File: config.mk
export PLATFORM = sky130hd
export DESIGN_NAME = move_validator_board_flat
export DESIGN_NICKNAME = d
export VERILOG_FILES = /design/src/rtl/move_validator_board_if.sv /design/src/rtl/move_validator_board.sv /design/src/flat_wrapper.sv
export SDC_FILE = /design/constraint.sdc
export NUM_CORES = 1
export LEC_CHECK = 0
export ABC_AREA = 0
export BUFFER_PORTS_ARGS = -buffer_cell sky130_fd_sc_hd__buf_2
export CORE_MARGIN = 5
export CORE_UTILIZATION = 48
export DETAILED_ROUTE_END_ITERATION = 6
export GPL_TIMING_DRIVEN = 0
export PLACE_DENSITY_LB_ADDON = 0.2
export SYNTH_ARGS = -nofsm -noshare
export SYNTH_HDL_FRONTEND = slang
export SYNTH_SLANG_ARGS = --single-unit
File: constraint.sdc
create_clock -name clk -period 2.4 [get_ports clk]
set_input_delay 0.12 -clock clk [delete_from_list [all_inputs] [get_ports clk]]
set_output_delay 0.12 -clock clk [all_outputs]
set_load 0.03 [all_outputs]
File: src/rtl/move_validator_board_if.sv
// Request/status bundle between the input decoder and the board store.
// One-hot per-player move requests go in; board contents and game status come out.
interface move_validator_board_if #(
    parameter int unsigned CELLS = 9
);
    localparam int unsigned CNT_W = $clog2(CELLS + 1);

    logic                 clear;
    logic [CELLS-1:0]     PL1_en;
    logic [CELLS-1:0]     PL2_en;
    logic [2*CELLS-1:0]   board;
    logic                 turn;
    logic                 move_ok;
    logic                 illegal_move;
    logic                 illegal_led;
    logic                 board_full;
    logic [CNT_W-1:0]     move_count;

    modport master (
        output clear, PL1_en, PL2_en,
        input  board, turn, move_ok, illegal_move, illegal_led, board_full, move_count
    );

    modport slave (
        input  clear, PL1_en, PL2_en,
        output board, turn, move_ok, illegal_move, illegal_led, board_full, move_count
    );
endinterface

File: src/rtl/move_validator_board.sv
// Registered board store and move validator: enforces turn order, commits legal moves,
// rejects illegal ones and stretches the rejection into a visible LED indication.
module move_validator_board #(
    parameter int unsigned CELLS        = 9,
    parameter int unsigned ILLEGAL_HOLD = 50000000,
    parameter bit          FIRST_PLAYER = 1'b0
) (
    input logic                   clk,
    input logic                   reset,
    move_validator_board_if.slave bus
);
    localparam int unsigned CNT_W  = $clog2(CELLS + 1);
    localparam int unsigned HOLD_W = (ILLEGAL_HOLD > 0) ? $clog2(ILLEGAL_HOLD + 1) : 1;
    localparam int unsigned REQ_W  = 2 * CELLS;
    localparam logic [HOLD_W-1:0] HOLD_LOAD = HOLD_W'(ILLEGAL_HOLD);
    localparam logic [CNT_W-1:0]  LAST_CNT  = CNT_W'(CELLS - 1);
    localparam logic [REQ_W-1:0]  REQ_ONE   = {{(REQ_W - 1){1'b0}}, 1'b1};

    typedef enum logic [0:0] {StPlay, StFull} state_e;

    state_e            state_q, state_d;
    logic [REQ_W-1:0]  board_q, board_d;
    logic              turn_q, turn_d;
    logic              move_ok_q, move_ok_d;
    logic              illegal_q, illegal_d;
    logic [CNT_W-1:0]  count_q, count_d;
    logic [HOLD_W-1:0] hold_q, hold_d;

    logic [REQ_W-1:0]  req;
    logic [CELLS-1:0]  occupied;
    logic [CELLS-1:0]  mine;
    logic [CELLS-1:0]  other;
    logic              one_hot;
    logic              legal;

    always_comb begin
        req      = {bus.PL2_en, bus.PL1_en};
        occupied = '0;
        for (int i = 0; i < CELLS; i++) begin
            occupied[i] = |board_q[2*i +: 2];
        end
        mine    = turn_q ? bus.PL2_en : bus.PL1_en;
        other   = turn_q ? bus.PL1_en : bus.PL2_en;
        // Exactly one bit across both players' requests combined.
        one_hot = (req != '0) && ((req & (req - REQ_ONE)) == '0);
        legal   = one_hot && (other == '0) && ((mine & occupied) == '0) && (state_q == StPlay);
    end

    always_comb begin
        state_d   = state_q;
        board_d   = board_q;
        turn_d    = turn_q;
        count_d   = count_q;
        move_ok_d = 1'b0;
        illegal_d = 1'b0;
        hold_d    = (hold_q != '0) ? hold_q - 1'b1 : hold_q;

        if (bus.clear) begin
            // New game: the LED stretch keeps running so a late rejection stays visible.
            state_d = StPlay;
            board_d = '0;
            turn_d  = FIRST_PLAYER;
            count_d = '0;
        end else if (req != '0) begin
            if (legal) begin
                for (int i = 0; i < CELLS; i++) begin
                    if (mine[i]) begin
                        board_d[2*i +: 2] = turn_q ? 2'b10 : 2'b01;
                    end
                end
                turn_d    = ~turn_q;
                count_d   = count_q + 1'b1;
                move_ok_d = 1'b1;
                unique case (state_q)
                    StPlay:  state_d = (count_q == LAST_CNT) ? StFull : StPlay;
                    StFull:  state_d = StFull;
                    default: state_d = StPlay;
                endcase
            end else begin
                illegal_d = 1'b1;
                hold_d    = HOLD_LOAD;
            end
        end
    end

    always_ff @(posedge clk) begin
        if (reset) begin
            state_q   <= StPlay;
            board_q   <= '0;
            turn_q    <= FIRST_PLAYER;
            count_q   <= '0;
            move_ok_q <= 1'b0;
            illegal_q <= 1'b0;
            hold_q    <= '0;
        end else begin
            state_q   <= state_d;
            board_q   <= board_d;
            turn_q    <= turn_d;
            count_q   <= count_d;
            move_ok_q <= move_ok_d;
            illegal_q <= illegal_d;
            hold_q    <= hold_d;
        end
    end

    assign bus.board        = board_q;
    assign bus.turn         = turn_q;
    assign bus.move_ok      = move_ok_q;
    assign bus.illegal_move = illegal_q;
    assign bus.illegal_led  = (ILLEGAL_HOLD == 0) ? illegal_q : (hold_q != '0);
    assign bus.board_full   = (state_q == StFull);
    assign bus.move_count   = count_q;
endmodule

File: src/flat_wrapper.sv
// flat-port wrapper written by rule: the top's interface ports become plain ports
module move_validator_board_flat 
#(
    parameter int unsigned CELLS        = 9,
    parameter int unsigned ILLEGAL_HOLD = 50000000,
    parameter bit          FIRST_PLAYER = 1'b0
)
  (clk, reset, bus_clear, bus_PL1_en, bus_PL2_en, bus_board, bus_turn, bus_move_ok, bus_illegal_move, bus_illegal_led, bus_board_full, bus_move_count);
  move_validator_board_if #(.CELLS(CELLS)) bus_i ();
  input logic clk;
  input logic reset;
  input wire logic [$bits(bus_i.clear)-1:0] bus_clear;
  input wire logic [$bits(bus_i.PL1_en)-1:0] bus_PL1_en;
  input wire logic [$bits(bus_i.PL2_en)-1:0] bus_PL2_en;
  output wire logic [$bits(bus_i.board)-1:0] bus_board;
  output wire logic [$bits(bus_i.turn)-1:0] bus_turn;
  output wire logic [$bits(bus_i.move_ok)-1:0] bus_move_ok;
  output wire logic [$bits(bus_i.illegal_move)-1:0] bus_illegal_move;
  output wire logic [$bits(bus_i.illegal_led)-1:0] bus_illegal_led;
  output wire logic [$bits(bus_i.board_full)-1:0] bus_board_full;
  output wire logic [$bits(bus_i.move_count)-1:0] bus_move_count;
  assign bus_i.clear = bus_clear;
  assign bus_i.PL1_en = bus_PL1_en;
  assign bus_i.PL2_en = bus_PL2_en;
  assign bus_board = bus_i.board;
  assign bus_turn = bus_i.turn;
  assign bus_move_ok = bus_i.move_ok;
  assign bus_illegal_move = bus_i.illegal_move;
  assign bus_illegal_led = bus_i.illegal_led;
  assign bus_board_full = bus_i.board_full;
  assign bus_move_count = bus_i.move_count;
  move_validator_board #(.CELLS(CELLS), .ILLEGAL_HOLD(ILLEGAL_HOLD), .FIRST_PLAYER(FIRST_PLAYER)) u_core (.clk(clk), .reset(reset), .bus(bus_i));
endmodule
==> metrics.md <==
| Metric | Value |
|---|---|
| Reg2Reg Setup Slack | `0.12 ns` |
| Ys flop type | `dfxtp_1` |
| Worst EP required | `2.58 ns` |
| Tcrit/Tclk final | `95.20%` |
| Number of synthesized register bits | `52` |
| Synth Warn # | `0` |
| Max IR drop VDD | `0.3777 mV` |
| Syn_area_per_cell | `8.766 um2` |
| Post-route ant nets | `0` |
| Cells taking the most area after synthesis | `dfxtp_1 (37%), xnor2_1 (6.5%), nor3_1 (5.4%)` |
| Syn Nets | `349` |
| EDFF count, synth | `0` |
| Setup TNS Final | `0 ns` |
| # rows | `28` |
| Leak | `1.206 nW` |
| Total Power | `1.872 mW` |
| Mux share of post-synthesis cell area | `4.216%` |
| Initial cell density of the core | `48.70%` |
| Most frequent cells in the layout | `buf_2 (50), dfxtp_1 (50), nor3_1 (30), nor2_1 (24)` |
| Finished Layout Cells | `460` |
| CTS tree | `yes` |
| Post-synthesis adder-cell area fraction | `1.318%` |
| Drt wl/cell | `15.78 um` |
| Crit path time final | `2.285 ns` |
| DP Area | `3184 um2` |
| # DRC | `0` |
| PD cells | `556.8 nW/um2` |
| Vias in the first global route | `2367` |
| Endpoints failing hold | `0` |
| Distinct cell type count after synthesis | `49` |
| Die ar. | `7576 um2` |
| Psw | `0.5519 mW` |
| Sequential share of power | `51.3%` |
| Num ports | `48` |
| Simple-Gate Fraction of Synth Area | `30.22%` |
| Chip width | `87.04 um` |
| Max clock buf depth | `2` |
| Largest family of logic cells by synthesized area | `simple AND/OR/NAND/NOR gates` |
| Hold Buf Count CTS | `0` |
| Buffers on Ports | `47` |
| WP data arrival | `2.47 ns` |
| Max-cap viol count | `0` |
| Root buffer cell | `clkbuf_8` |
| Core box area | `5851 um2` |
| Total congestion overflow | `0` |
| H-tree depth | `2` |
| Nets | `408` |
| Cell taking the most area after synthesis | `dfxtp_1` |
| First-pass GRT wire length | `11.60 mm` |
| Outcome | `complete, no violations` |
| # fillers | `537` |
| GR Util All Layers | `19.15%` |
| Max-slew violations | `0` |
| Clock Latency Late Sink | `0.31 ns` |
| Unrepaired setup endpoints after global routing | `false` |
| Compound-gate portion of the synthesized area | `14.67%` |
| CTS Buf Count | `5` |
| Async SR Flop Fraction | `0%` |
| Starting DRT DRC Count | `97` |
| Critical path startpoint category | `register` |
| Total Wirelength | `7.260 mm` |
| Pre-antenna DRT Iters | `4` |
| Part of the power in the clock network | `28.6%` |
| Int Pwr | `1.320 mW` |
| WHS | `0.1183 ns` |
| Area fraction of the dominant cell type after synthesis | `36.54%` |
| Initial antenna violation count | `0` |
| Sequential fraction of the synthesis area | `36.54%` |
| XOR/XNOR share of the synthesized area | `7.071%` |
| CP max FO | `5` |
| Relative slew slack | `40.84%` |
| Final setup violation count | `0` |
| HPWL Detailed | `5.258 mm` |
| HP Class | `in2reg` |
| Clock-pin slew on the worst setup and hold paths | `0.10 ns` |
| Sw frac | `29.48%` |
| Design area | `3362 um2` |
| Post-placement cell count | `447` |
| Final Wtd Congestion | `0.9387` |
| Fmax | `0.4377 GHz` |
| Die Y-Extent | `87.04 um` |
| Combinational group share of total power | `20.1%` |
| WS Path Type | `reg2reg` |
| Post-Syn Area | `2849 um2` |
| DR vias/cell | `5.789` |
| Vias | `2663` |
| Slew at the pin closest to its max-slew limit | `0.8874 ns` |
| # clock sinks | `52` |
| Post-Syn Instances | `325` |
| # diodes | `0` |
| P&R area growth vs syn | `18.01%` |
| Kind of end point of the critical path | `register` |
| Share of cells above drive strength 1 | `25.71%` |
| Final Skew | `0.006674 ns` |
| Largest net degree at the start of global routing | `17` |
==> Yosys cell counts (all sizes together) (3+ instances only) <==
cell type   n
dfxtp      52
nor3       37
nor2       25
a21oi      21
xnor2      21
o22ai      19
inv        18
nand3      17
nor4       14
mux2i      12
buf        10
or3        10
nand4       8
clkbuf      7
nand2       7
or4         6
and3        4
o21ai       4
a31oi       3
a41oi       3
ha          3
nor3b       3
==> per-stage QoR <==
stage	util, %	setup WS, ns
after floorplan	-	0.08890
after global placement	54.43	-0.1027
after detailed placement	54.43	-0.1623
after CTS	56.44	0.02064
after global routing	57.46	0.0007687
final	57.46	0.1152
==> worst paths after layout <==
path | from | end | cells past startpoint
setup / recovery | u_core.hold_q[9] | u_core.hold_q[25] | 6
hold / removal | bus_PL1_en[0] | u_core.bus.board[0] | 3
setup reg to reg | u_core.hold_q[9] | u_core.hold_q[25] | 6
hold reg to reg | u_core.bus.board[0] | u_core.bus.board[0] | 2
==> cell type report <==
class	count	area (um2)	share of cell area, %
sequential	52	1044	31.04
clock inverter	2	13.76	0.4094
tap	75	93.84	2.791
clock buffer	6	82.58	2.456
inverter	18	67.56	2.010
buffer	16	105.1	3.126
multi-input combinational	238	1675	49.83
timing repair buffer	53	280.3	8.336
==> repair_timing <==
| action | 4_1_cts | 5_1_grt |
|---|---|---|
| setup buffers | 0 | 6 |
| gates cloned | 0 | 0 |
| resized for setup | 4 | 6 |
| pin swaps | 0 | 7 |
| endpoints found under the setup margin | 18 | 32 |
==> cells by family (layout without fill, tap and decap cells) <==
family,after synthesis,after routing
simple gates,139,139
compound gates,61,61
flops,52,52
mux,12,12
buf+inv,35,95
xor+xnor,23,23
fa+ha+maj,3,3
==> registers in the layout, indices dropped and copies added (netlist names) <==
register,flops
u_core.bus.move_ok,1
u_core.bus.turn,1
u_core.bus.illegal_move,1
u_core.bus.board,18
u_core.bus.move_count,4
u_core.hold_q,26
u_core.bus.board_full,1
==> power by group through the flow <==
stage	Combinational [mW]	Clock, mW	Sequential, mW
6_report	0.376	0.536	0.960
5_1_grt	0.412	0.593	0.968
4_1_cts	0.358	0.557	0.958
3_5_place_dp	0.354	0	0.975
3_3_place_gp	0.350	0	0.974
2_1_floorplan	0.268	0	0.968
==> critical path, cell delays in order (launching register included) <==
cell     delay [ns]
dfxtp_1        0.35
or4_4          0.56
nor4_4         0.37
nand3_1        0.26
nor3b_1        0.31
mux2i_1        0.22
o22ai_1        0.09
==> layer usage <==
layer	up-vias	GRT usage (%)	part of all wire [%]
met2	52	33.47	48
met1	1272	23.47	45
met4	0	6.657	1.7
met3	14	3.406	4.5
li1	1325	-	-
met5	-	0	0
No activity file was read; power rests on OpenSTA's default activity.
